File: src/rtl/cfu_simd_mac_if.sv
`default_nettype none
// ============================================================================
// Module   : cfu_simd_mac_if
// Brief    : CFU command/response bus between the CPU (master) and the unit.
// Revision : 1.0
// ============================================================================
interface cfu_simd_mac_if;
    logic        cmd_valid;
    logic        cmd_ready;
    logic [9:0]  cmd_payload_function_id;
    logic [31:0] cmd_payload_inputs_0;
    logic [31:0] cmd_payload_inputs_1;
    logic        rsp_valid;
    logic        rsp_ready;
    logic [31:0] rsp_payload_outputs_0;

    modport master (
        output cmd_valid, cmd_payload_function_id, cmd_payload_inputs_0,
               cmd_payload_inputs_1, rsp_ready,
        input  cmd_ready, rsp_valid, rsp_payload_outputs_0
    );

    modport slave (
        input  cmd_valid, cmd_payload_function_id, cmd_payload_inputs_0,
               cmd_payload_inputs_1, rsp_ready,
        output cmd_ready, rsp_valid, rsp_payload_outputs_0
    );
endinterface
`default_nettype wire

File: src/rtl/cfu_simd_mac.sv
`default_nettype none
// ============================================================================
// Module   : cfu_simd_mac
// Brief    : SIMD signed MAC CFU with input offset, wide accumulator and FSM.
// Revision : 1.0
// ============================================================================
module cfu_simd_mac #(
    parameter int LANE_W      = 8,
    parameter int ACC_W       = 32,
    parameter int MAC_LATENCY = 2
) (
    input  wire logic          clk,
    input  wire logic          reset,
    cfu_simd_mac_if.slave      bus
);
    localparam int         c_LANES   = 32 / LANE_W;
    localparam int         c_AOFF_W  = LANE_W + 2;
    localparam int         c_PROD_W  = 2 * LANE_W + 2;
    localparam logic [2:0] c_LAT     = 3'(MAC_LATENCY);

    localparam logic [2:0] c_OP_RESET_ACC  = 3'd0;
    localparam logic [2:0] c_OP_SET_OFFSET = 3'd1;
    localparam logic [2:0] c_OP_MAC        = 3'd2;
    localparam logic [2:0] c_OP_READ_ACC   = 3'd3;
    localparam logic [2:0] c_OP_LOAD_ACC   = 3'd4;
    localparam logic [2:0] c_OP_STATUS     = 3'd5;

    typedef enum logic [1:0] {S_IDLE = 2'd0, S_BUSY = 2'd1, S_RESP = 2'd2} state_t;

    state_t                    state_q;
    logic [2:0]                cnt_q;
    logic [31:0]               a_q, b_q;
    logic [4:0]                func_q;
    logic                      cmd_ready_q, rsp_valid_q;
    logic [31:0]               rsp_data_q;
    logic signed [ACC_W-1:0]   acc_q, acc_d;
    logic signed [LANE_W:0]    offset_q, offset_d;
    logic                      err_q, err_d;
    logic [31:0]               result_d;

    logic [31:0]               w_in_a, w_in_b;
    logic [4:0]                w_func;
    logic                      w_accept, w_defer, w_commit;
    logic signed [31:0]        w_ld_val;
    logic signed [ACC_W-1:0]   w_sum, w_acc_shr;
    logic signed [c_PROD_W-1:0] w_prod [c_LANES];

    // Operands come straight from the bus at accept, from the capture regs while BUSY.
    assign w_in_a   = (state_q == S_IDLE) ? bus.cmd_payload_inputs_0 : a_q;
    assign w_in_b   = (state_q == S_IDLE) ? bus.cmd_payload_inputs_1 : b_q;
    assign w_func   = (state_q == S_IDLE) ? bus.cmd_payload_function_id[4:0] : func_q;
    assign w_accept = bus.cmd_valid && cmd_ready_q;
    assign w_defer  = (w_func[2:0] == c_OP_MAC) && (MAC_LATENCY != 0);
    assign w_commit = ((state_q == S_IDLE) && w_accept && !w_defer) ||
                      ((state_q == S_BUSY) && (cnt_q <= 3'd1));
    assign w_ld_val = w_in_a;

    generate
        for (genvar g = 0; g < c_LANES; g++) begin : g_lane
            logic signed [LANE_W-1:0]   w_la, w_lb;
            logic signed [c_AOFF_W-1:0] w_aoff;
            assign w_la      = w_in_a[g*LANE_W +: LANE_W];
            assign w_lb      = w_in_b[g*LANE_W +: LANE_W];
            assign w_aoff    = c_AOFF_W'(w_la) + c_AOFF_W'(offset_q);
            assign w_prod[g] = c_PROD_W'(w_aoff) * c_PROD_W'(w_lb);
        end
    endgenerate

    always_comb begin
        w_sum = '0;
        for (int i = 0; i < c_LANES; i++) begin
            w_sum = w_sum + ACC_W'(w_prod[i]);
        end
    end

    // Upper-word read: for a 32-bit accumulator this degenerates to pure sign fill.
    assign w_acc_shr = (ACC_W > 32) ? (acc_q >>> 32) : (acc_q >>> 31);

    always_comb begin
        acc_d    = acc_q;
        offset_d = offset_q;
        err_d    = err_q;
        result_d = '0;
        case (w_func[2:0])
            c_OP_RESET_ACC:  acc_d = '0;
            c_OP_SET_OFFSET: offset_d = w_in_a[LANE_W:0];
            c_OP_MAC: begin
                acc_d    = acc_q + w_sum;
                result_d = acc_d[31:0];
            end
            c_OP_READ_ACC: begin
                result_d = w_func[4] ? w_acc_shr[31:0] : acc_q[31:0];
                if (w_func[3]) acc_d = '0;
            end
            c_OP_LOAD_ACC:   acc_d = ACC_W'(w_ld_val);
            c_OP_STATUS: begin
                result_d = {30'b0, (offset_q != '0), err_q};
                err_d    = 1'b0;
            end
            default:         err_d = 1'b1;
        endcase
    end

    always_ff @(posedge clk) begin
        if (reset) begin
            state_q     <= S_IDLE;
            cnt_q       <= '0;
            a_q         <= '0;
            b_q         <= '0;
            func_q      <= '0;
            cmd_ready_q <= 1'b1;
            rsp_valid_q <= 1'b0;
        end else begin
            case (state_q)
                S_IDLE: begin
                    if (w_accept) begin
                        a_q         <= bus.cmd_payload_inputs_0;
                        b_q         <= bus.cmd_payload_inputs_1;
                        func_q      <= bus.cmd_payload_function_id[4:0];
                        cmd_ready_q <= 1'b0;
                        if (w_defer) begin
                            state_q <= S_BUSY;
                            cnt_q   <= c_LAT;
                        end else begin
                            state_q     <= S_RESP;
                            rsp_valid_q <= 1'b1;
                        end
                    end
                end
                S_BUSY: begin
                    if (cnt_q <= 3'd1) begin
                        state_q     <= S_RESP;
                        rsp_valid_q <= 1'b1;
                        cnt_q       <= '0;
                    end else begin
                        cnt_q <= cnt_q - 3'd1;
                    end
                end
                S_RESP: begin
                    if (bus.rsp_ready) begin
                        state_q     <= S_IDLE;
                        rsp_valid_q <= 1'b0;
                        cmd_ready_q <= 1'b1;
                    end
                end
                default: begin
                    state_q     <= S_IDLE;
                    cmd_ready_q <= 1'b1;
                    rsp_valid_q <= 1'b0;
                end
            endcase
        end
    end

    // Architectural state moves only on commit, so a stalled response cannot replay it.
    always_ff @(posedge clk) begin
        if (reset) begin
            acc_q      <= '0;
            offset_q   <= '0;
            err_q      <= 1'b0;
            rsp_data_q <= '0;
        end else if (w_commit) begin
            acc_q      <= acc_d;
            offset_q   <= offset_d;
            err_q      <= err_d;
            rsp_data_q <= result_d;
        end
    end

    assign bus.cmd_ready             = cmd_ready_q;
    assign bus.rsp_valid             = rsp_valid_q;
    assign bus.rsp_payload_outputs_0 = rsp_data_q;

endmodule
`default_nettype wire

File: src/flat_wrapper.sv
// flat-port wrapper written by rule: the top's interface ports become plain ports
module cfu_simd_mac_flat 
#(
    parameter int LANE_W      = 8,
    parameter int ACC_W       = 32,
    parameter int MAC_LATENCY = 2
)
  (clk, reset, bus_cmd_valid, bus_cmd_payload_function_id, bus_cmd_payload_inputs_0, bus_cmd_payload_inputs_1, bus_rsp_ready, bus_cmd_ready, bus_rsp_valid, bus_rsp_payload_outputs_0);
  cfu_simd_mac_if bus_i ();
  input  wire logic clk;
  input  wire logic reset;
  input wire logic [$bits(bus_i.cmd_valid)-1:0] bus_cmd_valid;
  input wire logic [$bits(bus_i.cmd_payload_function_id)-1:0] bus_cmd_payload_function_id;
  input wire logic [$bits(bus_i.cmd_payload_inputs_0)-1:0] bus_cmd_payload_inputs_0;
  input wire logic [$bits(bus_i.cmd_payload_inputs_1)-1:0] bus_cmd_payload_inputs_1;
  input wire logic [$bits(bus_i.rsp_ready)-1:0] bus_rsp_ready;
  output wire logic [$bits(bus_i.cmd_ready)-1:0] bus_cmd_ready;
  output wire logic [$bits(bus_i.rsp_valid)-1:0] bus_rsp_valid;
  output wire logic [$bits(bus_i.rsp_payload_outputs_0)-1:0] bus_rsp_payload_outputs_0;
  assign bus_i.cmd_valid = bus_cmd_valid;
  assign bus_i.cmd_payload_function_id = bus_cmd_payload_function_id;
  assign bus_i.cmd_payload_inputs_0 = bus_cmd_payload_inputs_0;
  assign bus_i.cmd_payload_inputs_1 = bus_cmd_payload_inputs_1;
  assign bus_i.rsp_ready = bus_rsp_ready;
  assign bus_cmd_ready = bus_i.cmd_ready;
  assign bus_rsp_valid = bus_i.rsp_valid;
  assign bus_rsp_payload_outputs_0 = bus_i.rsp_payload_outputs_0;
  cfu_simd_mac #(.LANE_W(LANE_W), .ACC_W(ACC_W), .MAC_LATENCY(MAC_LATENCY)) u_core (.clk(clk), .reset(reset), .bus(bus_i));
endmodule
File: config.mk
export PLATFORM = sky130hd
export DESIGN_NAME = cfu_simd_mac_flat
export DESIGN_NICKNAME = d
export VERILOG_FILES = /design/src/rtl/cfu_simd_mac_if.sv /design/src/rtl/cfu_simd_mac.sv /design/src/flat_wrapper.sv
export SDC_FILE = /design/constraint.sdc
export NUM_CORES = 2
export LEC_CHECK = 0
export BUFFER_PORTS_ARGS = -buffer_cell sky130_fd_sc_hd__buf_2
export CAP_MARGIN = 20
export CORE_MARGIN = 2
export CORE_UTILIZATION = 30
export CTS_CLUSTER_DIAMETER = 120
export DETAILED_ROUTE_END_ITERATION = 10
export GPL_TIMING_DRIVEN = 1
export HOLD_SLACK_MARGIN = 0.03
export SYNTH_ARGS = -nofsm -noshare
export SYNTH_HDL_FRONTEND = slang
export SYNTH_SLANG_ARGS = --single-unit
export TNS_END_PERCENT = 10
File: constraint.sdc
create_clock -name clk -period 14.3 [get_ports clk]
set_input_delay 2.86 -clock clk [delete_from_list [all_inputs] [get_ports clk]]
set_output_delay 2.86 -clock clk [all_outputs]
set_load 0.01 [all_outputs]
==> impl_metrics.ini <==
[outcome]
status = finished, violations left
violations = negative setup slack

[layout]
mostFrequentLayoutCells = inv_1, nand2_1, fa_1
design_area_um2 = 30200
area_growth_pct = 24.6
drive_above_1_share = 0.219
utilization = 0.376
final_nets = 3961
mostFrequentLayoutCell = inv_1

[sta]
skew_ns = 0.0263
min_period_ns = 14.43
tightest_slew_ns = 1.05
timing_hold_violations_final = 0
max_freq_mhz = 69.3
setup_viol = 14
rsz0062_at_grt = true
finalMaxSlewViolations = 0
fin_ws_ns = -0.133
period_share = 1.01
slew_headroom = 0.283

[clocking]
numCtsBuffers = 17
cts-hold-fix-buffers = 0
cts_num_sinks = 150
clockRootBuffer = clkbuf_16
path_clk_slew_ns = 0.07
tritoncts = done
clock_latency_ns = 0.48
clockBufferDepth = 2
h-tree-depth = 4

[logic_synthesis]
synth_top_area_share = 0.334
synthMuxAreaShare = 0.0195
synth_compound_area_frac = 0.130
ys_ff_latch = 150
async_reset_ff_frac = 0
synth_top_family_by_area = adder cells
synth_ff_type = dfxtp_1
avgSynthCellArea_um2 = 8.41
synth_xor_area_frac = 0.0372
synthAdderAreaFrac = 0.437
yosys_warnings = 0
synthSimpleGateAreaFrac = 0.158
synth_edf_count = 0
ys_top_cells_by_area = fa_1, dfxtp_1, ha_1
synth_nets = 3566
synth.distinct_cells = 76
syn_inst = 2884
synth_seq_area_share = 0.124
yosysTopAreaCell = fa_1
syn_area_um2 = 24200

[route]
drtPass1Iterations = 5
first_iter_violations = 1434
antenna_left = 0
viasPerCell = 4.82
wirelength_um = 76300
wl_per_cell_um = 17.5
drc = 0
vias = 21000

[hold_path]
min_path_type = register to register

[worst_setup_path]
start_kind = primary input
critPathMaxStageDelay_ns = 0.58
crit_top_cell = fa_1
critical_path_class = primary input to register
critPathTopFamily = adder cells
cpMaxStageDelayCell = fa_1
cp.required_ns = 14.65
crit_fanout = 6
path_buf_inv = 10
cp-end-kind = register
cp_data_arrival_time_ns = 14.79

[global_route]
track_usage = 0.185
grt_pass1_wl_um = 119000
antenna_found_initial = 8
grt_pass1_vias = 21200
grtUsageMet2 = 0.295
gr-usage-met3 = 0.0314
grt.busiest_layer = met2
grt_max_degree = 83
grt_remaining_overflow = 0
gr-usage-met1 = 0.256

[placed_design]
place_congestion = 0.925
io_buffers = 106
placedInstanceArea_um2 = 28600
dp_hpwl_um = 63400

[floorplanning]
num_rows = 104
floorplan.initialDensity = 0.302
ios = 112
core-area_um2 = 80300
dieArea_um2 = 83100
die_x_um = 288
die_h_um = 288

[flow_run]
cap_viol_max_count = 0
## worst reg2reg max path: cells and delay by family (launching register included)
family | cells | cell delay (ns)
xor gates and xnor gates | 2 | 0.20
DFF | 1 | 0.31
buffers and inverters | 14 | 1.74
and+or+nand+nor | 8 | 1.69
adders and majority gates | 15 | 6.86
AOI/OAI and AO/OA | 8 | 2.19
## cells in the mapped netlist (31+ instances only)
cell type  number
inv_1         493
xor2_1         35
o21ai_0        86
ha_1          200
mux2i_1        39
nor2_1        238
nand2_1       423
nor2b_1        33
a211oi_1       31
clkbuf_1       75
fa_1          404
dfxtp_1       150
and2_1         31
a21oi_1       212
xnor2_1        66
## what timing repair did
action                     4_1_cts  5_1_grt
buffers inserted                10        9
gates cloned                     0        0
setup endpoints to repair       35       40
gates resized for setup         88      109
pin swaps                       51       65
## routing by layer
metal,routed length [µm],up-vias
met5,61,-
met4,1890,10
met3,4660,100
met2,34700,564
met1,35000,10300
li1,-,9975
## stage by stage
step,hold slack [ns],cells,TNS (ns),setup slack (ns)
6_report,0.455,4353,-0.609,-0.133
5_1_grt,0.467,4352,-11.29,-0.494
4_1_cts,0.455,4342,-0.892,-0.120
3_5_place_dp,0.445,4300,-37.12,-1.24
3_3_place_gp,0.440,4300,-35.16,-1.14
2_1_floorplan,0.434,2884,0,0.0197
## area by class of cell
class / instances / area [µm²]
inverters: 494 / 1850
diodes: 1 / 2.50
fillers: 8220 / 50100
clock buffers: 18 / 429
well taps: 1060 / 1330
repair buffers: 481 / 3450
multi-input cells: 2135 / 20000
clock inverters: 14 / 158
flip-flops and latches: 150 / 3000
## state kept, by name, indices dropped and copies added, names as in the netlist
name                              flops
u_core.a_q                           32
u_core.acc_q                         32
u_core.b_q                           32
u_core.bus.rsp_payload_outputs_0     32
u_core.offset_q                       9
u_core.func_q                         5
u_core.cnt_q                          3
u_core.state_q                        2
u_core.bus.cmd_ready                  1
u_core.bus.rsp_valid                  1
u_core.err_q                          1
## logic make-up (layout without fill, tap and decap cells)
logic type / Yosys count / after routing
AND/OR/NAND/NOR: 879 / 879
adder cells (fa/ha/maj): 604 / 604
buffers and inverters: 599 / 1007
AO/OA/AOI/OAI: 505 / 505
flip-flops: 150 / 150
XOR/XNOR: 102 / 102
multiplexers: 45 / 45
other: 0 / 1
## final timing paths
path | from | end | slack, ns | cells past startpoint
setup / recovery | bus_cmd_payload_inputs_0[0] | u_core.acc_q[27] | -0.13 | 46
setup reg to reg | u_core.state_q[1] | u_core.acc_q[27] | 1.22 | 47
hold reg to reg | u_core.a_q[8] | u_core.a_q[8] | 0.45 | 2
hold / removal | u_core.a_q[8] | u_core.a_q[8] | 0.45 | 2
Power is left out: the tool's default activity adds up to more than one toggle a clock period on the data nets, which glitch-free logic cannot reach.
